$ cat config.mk
export PLATFORM = sky130hd
export DESIGN_NAME = adc_spi_reader_flat
export DESIGN_NICKNAME = d
export VERILOG_FILES = /design/src/rtl/adc_spi_reader_if.sv /design/src/rtl/adc_spi_reader.sv /design/src/flat_wrapper.sv
export SDC_FILE = /design/constraint.sdc
export NUM_CORES = 1
export LEC_CHECK = 0
export CAP_MARGIN = 30
export CELL_PAD_IN_SITES_DETAIL_PLACEMENT = 2
export CELL_PAD_IN_SITES_GLOBAL_PLACEMENT = 2
export CORE_MARGIN = 2
export CORE_UTILIZATION = 37
export CTS_CLUSTER_DIAMETER = 80
export DETAILED_ROUTE_END_ITERATION = 12
export GPL_TIMING_DRIVEN = 0
export PLACE_DENSITY_LB_ADDON = 0.1
export SLEW_MARGIN = 30
export SYNTH_ARGS = -nofsm -noshare
export SYNTH_HDL_FRONTEND = slang
export SYNTH_SLANG_ARGS = --single-unit
$ cat constraint.sdc
create_clock -name cclk -period 2.31 [get_ports cclk]
set_input_delay 0.3465 -clock cclk [delete_from_list [all_inputs] [get_ports cclk]]
set_output_delay 0.3465 -clock cclk [all_outputs]
set_load 0.03 [all_outputs]
$ cat src/rtl/adc_spi_reader_if.sv
// Pin bundle of the SPI ADC reader: run control, ADC serial pins and the
// parallel sample handed to the averager.
interface adc_spi_reader_if #(
  parameter int N = 8
);
  logic         run;
  logic         adc_miso;
  logic         adc_csb;
  logic         adc_sclk;
  logic [N-1:0] sample;
  logic         sample_valid;
  logic         busy;

  modport master (
    input  run,
    input  adc_miso,
    output adc_csb,
    output adc_sclk,
    output sample,
    output sample_valid,
    output busy
  );

  modport slave (
    output run,
    output adc_miso,
    input  adc_csb,
    input  adc_sclk,
    input  sample,
    input  sample_valid,
    input  busy
  );
endinterface

$ cat src/rtl/adc_spi_reader.sv
// Clocks N-bit MSB-first words out of an SPI-style ADC and presents each
// completed word as a parallel sample with a one-cycle valid strobe.
module adc_spi_reader #(
  parameter int N   = 8,
  parameter int DIV = 4,
  parameter int GAP = 2
) (
  input  logic             cclk,
  input  logic             rstb,
  adc_spi_reader_if.master bus
);
  localparam int DW = $clog2(DIV);
  localparam int BW = $clog2(N);
  localparam int GW = $clog2(GAP + 1);

  localparam logic [DW-1:0] DIV_LAST = DW'(DIV - 1);
  localparam logic [DW-1:0] DIV_ONE  = DW'(1);
  localparam logic [BW-1:0] BIT_LAST = BW'(N - 1);
  localparam logic [BW-1:0] BIT_ONE  = BW'(1);
  localparam logic [GW-1:0] GAP_LAST = GW'(GAP - 1);
  localparam logic [GW-1:0] GAP_ONE  = GW'(1);

  typedef enum logic [2:0] {
    ST_IDLE  = 3'd0,
    ST_SETUP = 3'd1,
    ST_HI    = 3'd2,
    ST_LO    = 3'd3,
    ST_GAP   = 3'd4
  } state_t;

  state_t        state_r, state_s;
  logic [DW-1:0] div_cnt_r, div_cnt_s;
  logic [BW-1:0] bit_cnt_r, bit_cnt_s;
  logic [GW-1:0] gap_cnt_r, gap_cnt_s;
  logic [N-1:0]  shift_r, shift_s;
  logic [N-1:0]  sample_r, sample_s;
  logic          valid_r, valid_s;
  logic          csb_r;
  logic          sclk_r;
  logic          busy_r;
  logic          tick_s;

  assign tick_s = (div_cnt_r == DIV_LAST);

  // State register.
  always_ff @(posedge cclk or negedge rstb) begin
    if (!rstb) begin
      state_r <= ST_IDLE;
    end else begin
      state_r <= state_s;
    end
  end

  // Next-state decode plus the counter and shift-register updates it implies.
  always_comb begin
    state_s   = state_r;
    div_cnt_s = div_cnt_r;
    bit_cnt_s = bit_cnt_r;
    gap_cnt_s = gap_cnt_r;
    shift_s   = shift_r;
    sample_s  = sample_r;
    valid_s   = 1'b0;

    if (state_r == ST_IDLE) begin
      div_cnt_s = '0;
    end else if (tick_s) begin
      div_cnt_s = '0;
    end else begin
      div_cnt_s = div_cnt_r + DIV_ONE;
    end

    case (state_r)
      ST_IDLE: begin
        if (bus.run) begin
          state_s = ST_SETUP;
        end else begin
          state_s = ST_IDLE;
        end
      end
      ST_SETUP: begin
        if (tick_s) begin
          state_s   = ST_HI;
          bit_cnt_s = '0;
        end else begin
          state_s = ST_SETUP;
        end
      end
      ST_HI: begin
        // MISO is taken on the last cycle of the high phase, just before SCLK falls.
        if (tick_s) begin
          shift_s = {shift_r[N-2:0], bus.adc_miso};
          if (bit_cnt_r == BIT_LAST) begin
            sample_s  = {shift_r[N-2:0], bus.adc_miso};
            valid_s   = 1'b1;
            gap_cnt_s = '0;
            state_s   = ST_GAP;
          end else begin
            bit_cnt_s = bit_cnt_r + BIT_ONE;
            state_s   = ST_LO;
          end
        end else begin
          state_s = ST_HI;
        end
      end
      ST_LO: begin
        if (tick_s) begin
          state_s = ST_HI;
        end else begin
          state_s = ST_LO;
        end
      end
      ST_GAP: begin
        if (tick_s) begin
          if (gap_cnt_r == GAP_LAST) begin
            gap_cnt_s = '0;
            if (bus.run) begin
              state_s = ST_SETUP;
            end else begin
              state_s = ST_IDLE;
            end
          end else begin
            gap_cnt_s = gap_cnt_r + GAP_ONE;
            state_s   = ST_GAP;
          end
        end else begin
          state_s = ST_GAP;
        end
      end
      default: begin
        state_s = ST_IDLE;
      end
    endcase
  end

  // Datapath and pin registers; pins decode the next state so they change together with it.
  always_ff @(posedge cclk or negedge rstb) begin
    if (!rstb) begin
      div_cnt_r <= '0;
      bit_cnt_r <= '0;
      gap_cnt_r <= '0;
      shift_r   <= '0;
      sample_r  <= '0;
      valid_r   <= 1'b0;
      csb_r     <= 1'b1;
      sclk_r    <= 1'b0;
      busy_r    <= 1'b0;
    end else begin
      div_cnt_r <= div_cnt_s;
      bit_cnt_r <= bit_cnt_s;
      gap_cnt_r <= gap_cnt_s;
      shift_r   <= shift_s;
      sample_r  <= sample_s;
      valid_r   <= valid_s;
      csb_r     <= (state_s == ST_IDLE) || (state_s == ST_GAP);
      sclk_r    <= (state_s == ST_HI);
      busy_r    <= (state_s != ST_IDLE);
    end
  end

  assign bus.adc_csb      = csb_r;
  assign bus.adc_sclk     = sclk_r;
  assign bus.sample       = sample_r;
  assign bus.sample_valid = valid_r;
  assign bus.busy         = busy_r;
endmodule
$ cat src/flat_wrapper.sv
// flat-port wrapper written by rule: the top's interface ports become plain ports
module adc_spi_reader_flat 
#(
  parameter int N   = 8,
  parameter int DIV = 4,
  parameter int GAP = 2
)
  (cclk, rstb, bus_run, bus_adc_miso, bus_adc_csb, bus_adc_sclk, bus_sample, bus_sample_valid, bus_busy);
  adc_spi_reader_if #(.N(N)) bus_i ();
  input  logic cclk;
  input  logic rstb;
  input wire logic [$bits(bus_i.run)-1:0] bus_run;
  input wire logic [$bits(bus_i.adc_miso)-1:0] bus_adc_miso;
  output wire logic [$bits(bus_i.adc_csb)-1:0] bus_adc_csb;
  output wire logic [$bits(bus_i.adc_sclk)-1:0] bus_adc_sclk;
  output wire logic [$bits(bus_i.sample)-1:0] bus_sample;
  output wire logic [$bits(bus_i.sample_valid)-1:0] bus_sample_valid;
  output wire logic [$bits(bus_i.busy)-1:0] bus_busy;
  assign bus_i.run = bus_run;
  assign bus_i.adc_miso = bus_adc_miso;
  assign bus_adc_csb = bus_i.adc_csb;
  assign bus_adc_sclk = bus_i.adc_sclk;
  assign bus_sample = bus_i.sample;
  assign bus_sample_valid = bus_i.sample_valid;
  assign bus_busy = bus_i.busy;
  adc_spi_reader #(.N(N), .DIV(DIV), .GAP(GAP)) u_core (.cclk(cclk), .rstb(rstb), .bus(bus_i));
endmodule
==> results of run 1 <==
[through the flow]
step                      hold WS (ps)  util [%]  power, mW
after detailed placement           420      44.8      0.554
after global routing              68.4      47.4       1.02
after floorplan                   50.9         -      0.534
after CTS                         47.1      47.4      0.995
after global placement             427      45.0      0.553
final                             33.3      47.4      0.981
[layout make-up]
type,count,area share (%)
flip-flops and latches,29,45.6
multi-input cells,63,33.3
repair buffers,15,9.11
well taps,46,3.61
clock buffers,7,3.46
plain buffers,5,2.28
clock inverters,1,1.89
inverters,3,0.707
[flip-flops by register name (all words and copies together) (netlist names)]
name and count:
u_core.bus.sample_valid 1, u_core.bit_cnt_r 3, u_core.div_cnt_r 2, u_core.bus.adc_csb 1, u_core.bus.adc_sclk 1, u_core.state_r 3, u_core.shift_r 7, u_core.bus.busy 1
u_core.bus.sample 8, u_core.gap_cnt_r 2
[metal layers]
layer  up-vias  global-route usage, %  share of wire (%)
li1        401                      -                  -
met1       444                   21.8                 46
met2        19                   24.7                 48
met3         4                   5.54                5.1
met4         0                   4.89                1.2
met5         -                      0                  0
[cells in the final DEF, fill, tap and decap left out]
| cell | instances |
|---|---|
| buf_2 | 3 |
| bufinv_16 | 1 |
| nor2b_1 | 3 |
| a21oi_1 | 4 |
| or3b_2 | 1 |
| nor2_1 | 2 |
| buf_6 | 2 |
| dfrtp_1 | 28 |
| nand2b_1 | 2 |
| nand2_1 | 3 |
| ha_1 | 4 |
| a211o_1 | 1 |
| a22o_1 | 1 |
| o311a_1 | 1 |
| o22ai_1 | 1 |
| nor3_1 | 3 |
| a2111oi_0 | 1 |
| clkbuf_1 | 2 |
| nand4bb_1 | 2 |
| a21boi_0 | 1 |
| nand4b_1 | 1 |
| and3_1 | 2 |
| o21ai_0 | 2 |
| clkbuf_4 | 5 |
| or2_2 | 1 |
| nor4_1 | 1 |
| and4bb_1 | 1 |
| dfstp_2 | 1 |
| clkdlybuf4s50_1 | 14 |
| inv_1 | 3 |
| o211ai_1 | 1 |
| nor3b_1 | 2 |
| clkbuf_8 | 1 |
| mux2_2 | 18 |
| nand2_4 | 1 |
| and2_1 | 1 |
| nand3b_1 | 2 |
[report_power, final]
part | total (mW) | internal [mW] | leakage (nW) | switching [mW]
registers | 0.518 | 0.514 | 0.355 | 0.00433
logic | 0.0241 | 0.00980 | 0.304 | 0.0143
clock network | 0.439 | 0.258 | 0.0455 | 0.180
[path summary, 6_finish.rpt]
path / slack, ps / cells after the start / to / start
setup / recovery: 460 / 1 / bus_adc_csb / u_core.bus.adc_csb
hold / removal: 30 / 1 / u_core.div_cnt_r[1] / rstb
hold reg to reg: 450 / 1 / u_core.div_cnt_r[0] / u_core.div_cnt_r[0]
min in group cclk: 450 / 1 / u_core.div_cnt_r[0] / u_core.div_cnt_r[0]
setup reg to reg: 480 / 5 / u_core.bit_cnt_r[1] / u_core.bit_cnt_r[0]
max in group asynchronous: 1860 / 1 / u_core.bus.sample[5] / rstb
[logic make-up (layout without fill, tap and decap cells)]
group | after synthesis | after routing | synth area share [%]
adders and majority gates | 4 | 4 | 3.84
AOI/OAI and AO/OA | 13 | 13 | 6.71
buffers and inverters | 8 | 31 | 3.64
DFF | 29 | 29 | 55.7
and+or+nand+nor | 28 | 28 | 14.6
muxes | 18 | 18 | 15.5
==> metrics.txt, run 1 <==
antenna-violating nets left=0; min-delay worst type=in2async; total grt overflow=0; asr flop ratio synth=100%; PortBufs=15; number of diodes=0; RSZ-0062 raised after global routing=no; clk_lat worst skew=330 ps; CP top delay family=buffers and inverters; Setup crit end kind=output pin; Worst VDD drop=0.306 mV; proportion of layout cells with a drive suffix above 1=27.6%; die area=0.00402 mm²; dpl hpwl=1950 µm; Synth top cells by count=dfrtp_1, mux2_2, a21oi_1, ha_1; CTS resizes=0; Hold-fix buffers, CTS=0; sequential fraction of the synthesis area=55.7%; CP max stage cell=clkdlybuf4s50_1; Layout area overhead=22.1%; Period Utilization, post-route=80.2%; CTS tree=yes; residual DRC count=0; nets=130; DP Area=0.00151 mm²; outcome=completed; RePlAce Congestion=0.815; syn_area_per_cell=13.1 µm²; Top FF cell, synth=dfrtp_1; synth warn=0; maxcap violations=0; io pins=16; # clock sinks=29; Synth area leader=dfrtp_1; Die H=63.4 µm; class of the most critical setup path=reg2out; clock-pin slew on the worst setup and hold paths=100 ps; WL/cell=16.2 µm; initial antenna violation count=0; Syn Nets=108; setup tns final=0 ps; Post-synth EDFFs=0; Starting Density=38.8%; Leak=0.705 nW; Mapped Cells=100; crit-path max FO=1; Worst Setup Start Kind=register; CP peak stage delay=660 ps; CTS H-Tree Depth=2; Detailed Route Iter0 Violations=33; total CTS buffers=5; Slew headroom=57.0%; total area of sequential cells=727 µm²; critical path data arrival time=1510 ps; Final Max Slew Viols=0; min setup slack post-route=456 ps; Distinct cells, synth=33; Root Buffer=clkbuf_4; skew final=13.8 ps; most numerous cell in the Yosys netlist=dfrtp_1; Die X=63.4 µm; Worst-Margin Slew=646 ps; Cell Pwr Density=616 mW/mm²; Placed Cells=161; largest net degree at the start of global routing=30; worst slack, placed=491 ps; Vias per Instance=5.14; Hold Violations, Final=0; WL final=2740 µm; synth top area cells=dfrtp_1, mux2_2, ha_1; via count=868; top cell type's share of synthesized area=53.7%; CORE AREA=0.00336 mm²; f_max=0.539 GHz; first-pass GRT wire length=4960 µm; Buf/Inv on CP=1; fin cells=169; # setup viols final=0; fin area=0.00159 mm²; area of the multi-input gates=531 µm²; First-pass DRT Iterations=4; crit path time final=1850 ps; Synth Cell Area=0.00131 mm²; CTS max path bufs=2; #FFs+latches synth=29; Site Rows=21; WP data required=1960 ps; GRT Overall Usage=16.2%; Setup Fix Bufs, Post-CTS=0; Layout fillers=359; critical-path cell list=clkdlybuf4s50_1; vias in the first global route=961
No activity file was read; power rests on OpenSTA's default activity.
==> run 2: changes to the inputs <==
Clock period 2.31 ns to 1.8 ns, I/O delays scaled along.
==> run 2 against run 1 <==
Clock power is 28% higher. First-iteration DRC count is 24% lower. Total power is 28% higher. Clock-buffer cell count stayed put. Critical endpoint is now u_core.bus.busy. Largest cell class unchanged.
==> metrics.txt, run 2 (synthesis results as in run 1) <==
# setup viols final=0; top sig layer=met4; Cell Pwr Density=778 mW/mm²; routed wl met2=1350 µm; Worst-Margin Slew=646 ps; Layout area overhead=24.1%; Leak=0.721 nW; Die X=63.4 µm; Site Rows=21; critical path data arrival time=1940 ps; total grt overflow=0; maxcap violations=0; proportion of layout cells with a drive suffix above 1=29.4%; CTS H-Tree Depth=2; most frequent cells in the layout=dfrtp_1, mux2_2, clkdlybuf4s50_1; PortBufs=15; cell mode on critical path=buf_6; via count=882; WL/cell=16.3 µm; number of diodes=0; CTS max path bufs=2; Period Utilization, post-route=95.8%; flop-to-flop setup slack=70 ps; FF-to-FF path depth=6; most common cell after layout, fill and taps aside=dfrtp_1; clk_lat worst skew=330 ps; class of the most critical setup path=reg2reg; dpl hpwl=1950 µm; Worst Setup Start Kind=register; die area=0.00402 mm²; crit path time final=1730 ps; Detailed Route Iter0 Violations=25; Layout fillers=356; DRT met1 WL=1300 µm; skew final=11.5 ps; nets=133; residual DRC count=0; WP data required=2010 ps; GRT Overall Usage=16.5%; Starting Density=38.8%; CP peak stage delay=400 ps; CP top delay family=compound AO/OA/AOI/OAI gates; Setup crit end kind=register; overall power=1.26 mW; CTS tree=yes; Final Max Slew Viols=0; Hold Violations, Final=0; r2r endpoint=u_core.bus.busy; Die H=63.4 µm; antenna-violating nets left=0; RePlAce Congestion=0.815; io pins=16; WL final=2800 µm; max reg flops=8; first-pass GRT wire length=5060 µm; Worst R2R Start=u_core.div_cnt_r[0]; # clock sinks=29; Slew headroom=56.9%; vias in the first global route=965; Worst VDD drop=0.395 mV; First-pass DRT Iterations=4; Vias per Instance=5.13; clock-pin slew on the worst setup and hold paths=100 ps; setup tns final=0 ps; f_max=0.580 GHz; outcome=completed; Root Buffer=clkbuf_4; CORE AREA=0.00336 mm²; min-delay worst type=in2async; CP max stage cell=dfrtp_1; Buf/Inv on CP=2; total CTS buffers=5; critical-path cell list=ha_1 > buf_6 > and4bb_1 > buf_6 > a22o_1 > a211o_1; initial antenna violation count=0; crit-path max FO=10; met3 WL=122 µm; largest net degree at the start of global routing=30
run 2: layout make-up:
class | instances | area (µm²) | area share [%]
sequential | 29 | 727 | 44.9
multi-input combinational | 63 | 533 | 32.9
timing repair buffer | 18 | 169 | 10.4
tap | 46 | 57.6 | 3.55
clock buffer | 7 | 55.1 | 3.40
buffer | 5 | 36.3 | 2.24
clock inverter | 1 | 30.0 | 1.85
inverter | 3 | 11.3 | 0.696
run 2: worst reg2reg max path: cells and delay by family (launching register included):
kind / cells / cell delay (ps)
compound gates: 2 / 490
flops: 1 / 400
buf+inv: 2 / 280
fa+ha+maj: 1 / 220
simple gates: 1 / 210
run 2: repair_timing:
action	CTS	global route
hold endpoints to repair	28	0
buffers inserted	1	1
hold buffers	1	0
endpoints found under the setup margin	4	5
pin swaps	1	0
gates cloned	0	0
gates resized for setup	1	1
run 2: layer usage:
metal	GRT usage, %	vias to the layer above
li1	-	408
met1	22.2	451
met2	25.3	19
met3	5.54	4
met4	4.89	0
met5	0	-
run 2: where the power goes:
group	internal [mW]	switching, mW
Combinational	0.0140	0.0186
Sequential	0.659	0.00555
Clock	0.332	0.231
run 2: worst max-delay path by stage:
stage,from,to,depth (start not counted)
finish,u_core.div_cnt_r[0],u_core.bus.busy,6
global route,u_core.div_cnt_r[0],u_core.bus.busy,6
CTS,u_core.bit_cnt_r[0],u_core.bit_cnt_r[1],6
detailed placement,u_core.bit_cnt_r[0],u_core.bit_cnt_r[1],5
global placement,u_core.bit_cnt_r[0],u_core.bit_cnt_r[1],5
floorplan,u_core.div_cnt_r[0],u_core.bus.busy,6
run 2: per-stage QoR:
stage	utilization, %	worst slack [ps]	hold WS [ps]	std cells	cell area, µm²
2_1_floorplan	-	180	-25.6	100	1310
3_3_place_gp	45.0	-16.8	427	161	1510
3_5_place_dp	44.8	-18.8	344	161	1510
4_1_cts	47.8	4.65	447	171	1610
5_1_grt	48.1	-16.4	543	172	1620
6_report	48.1	74.9	509	172	1620
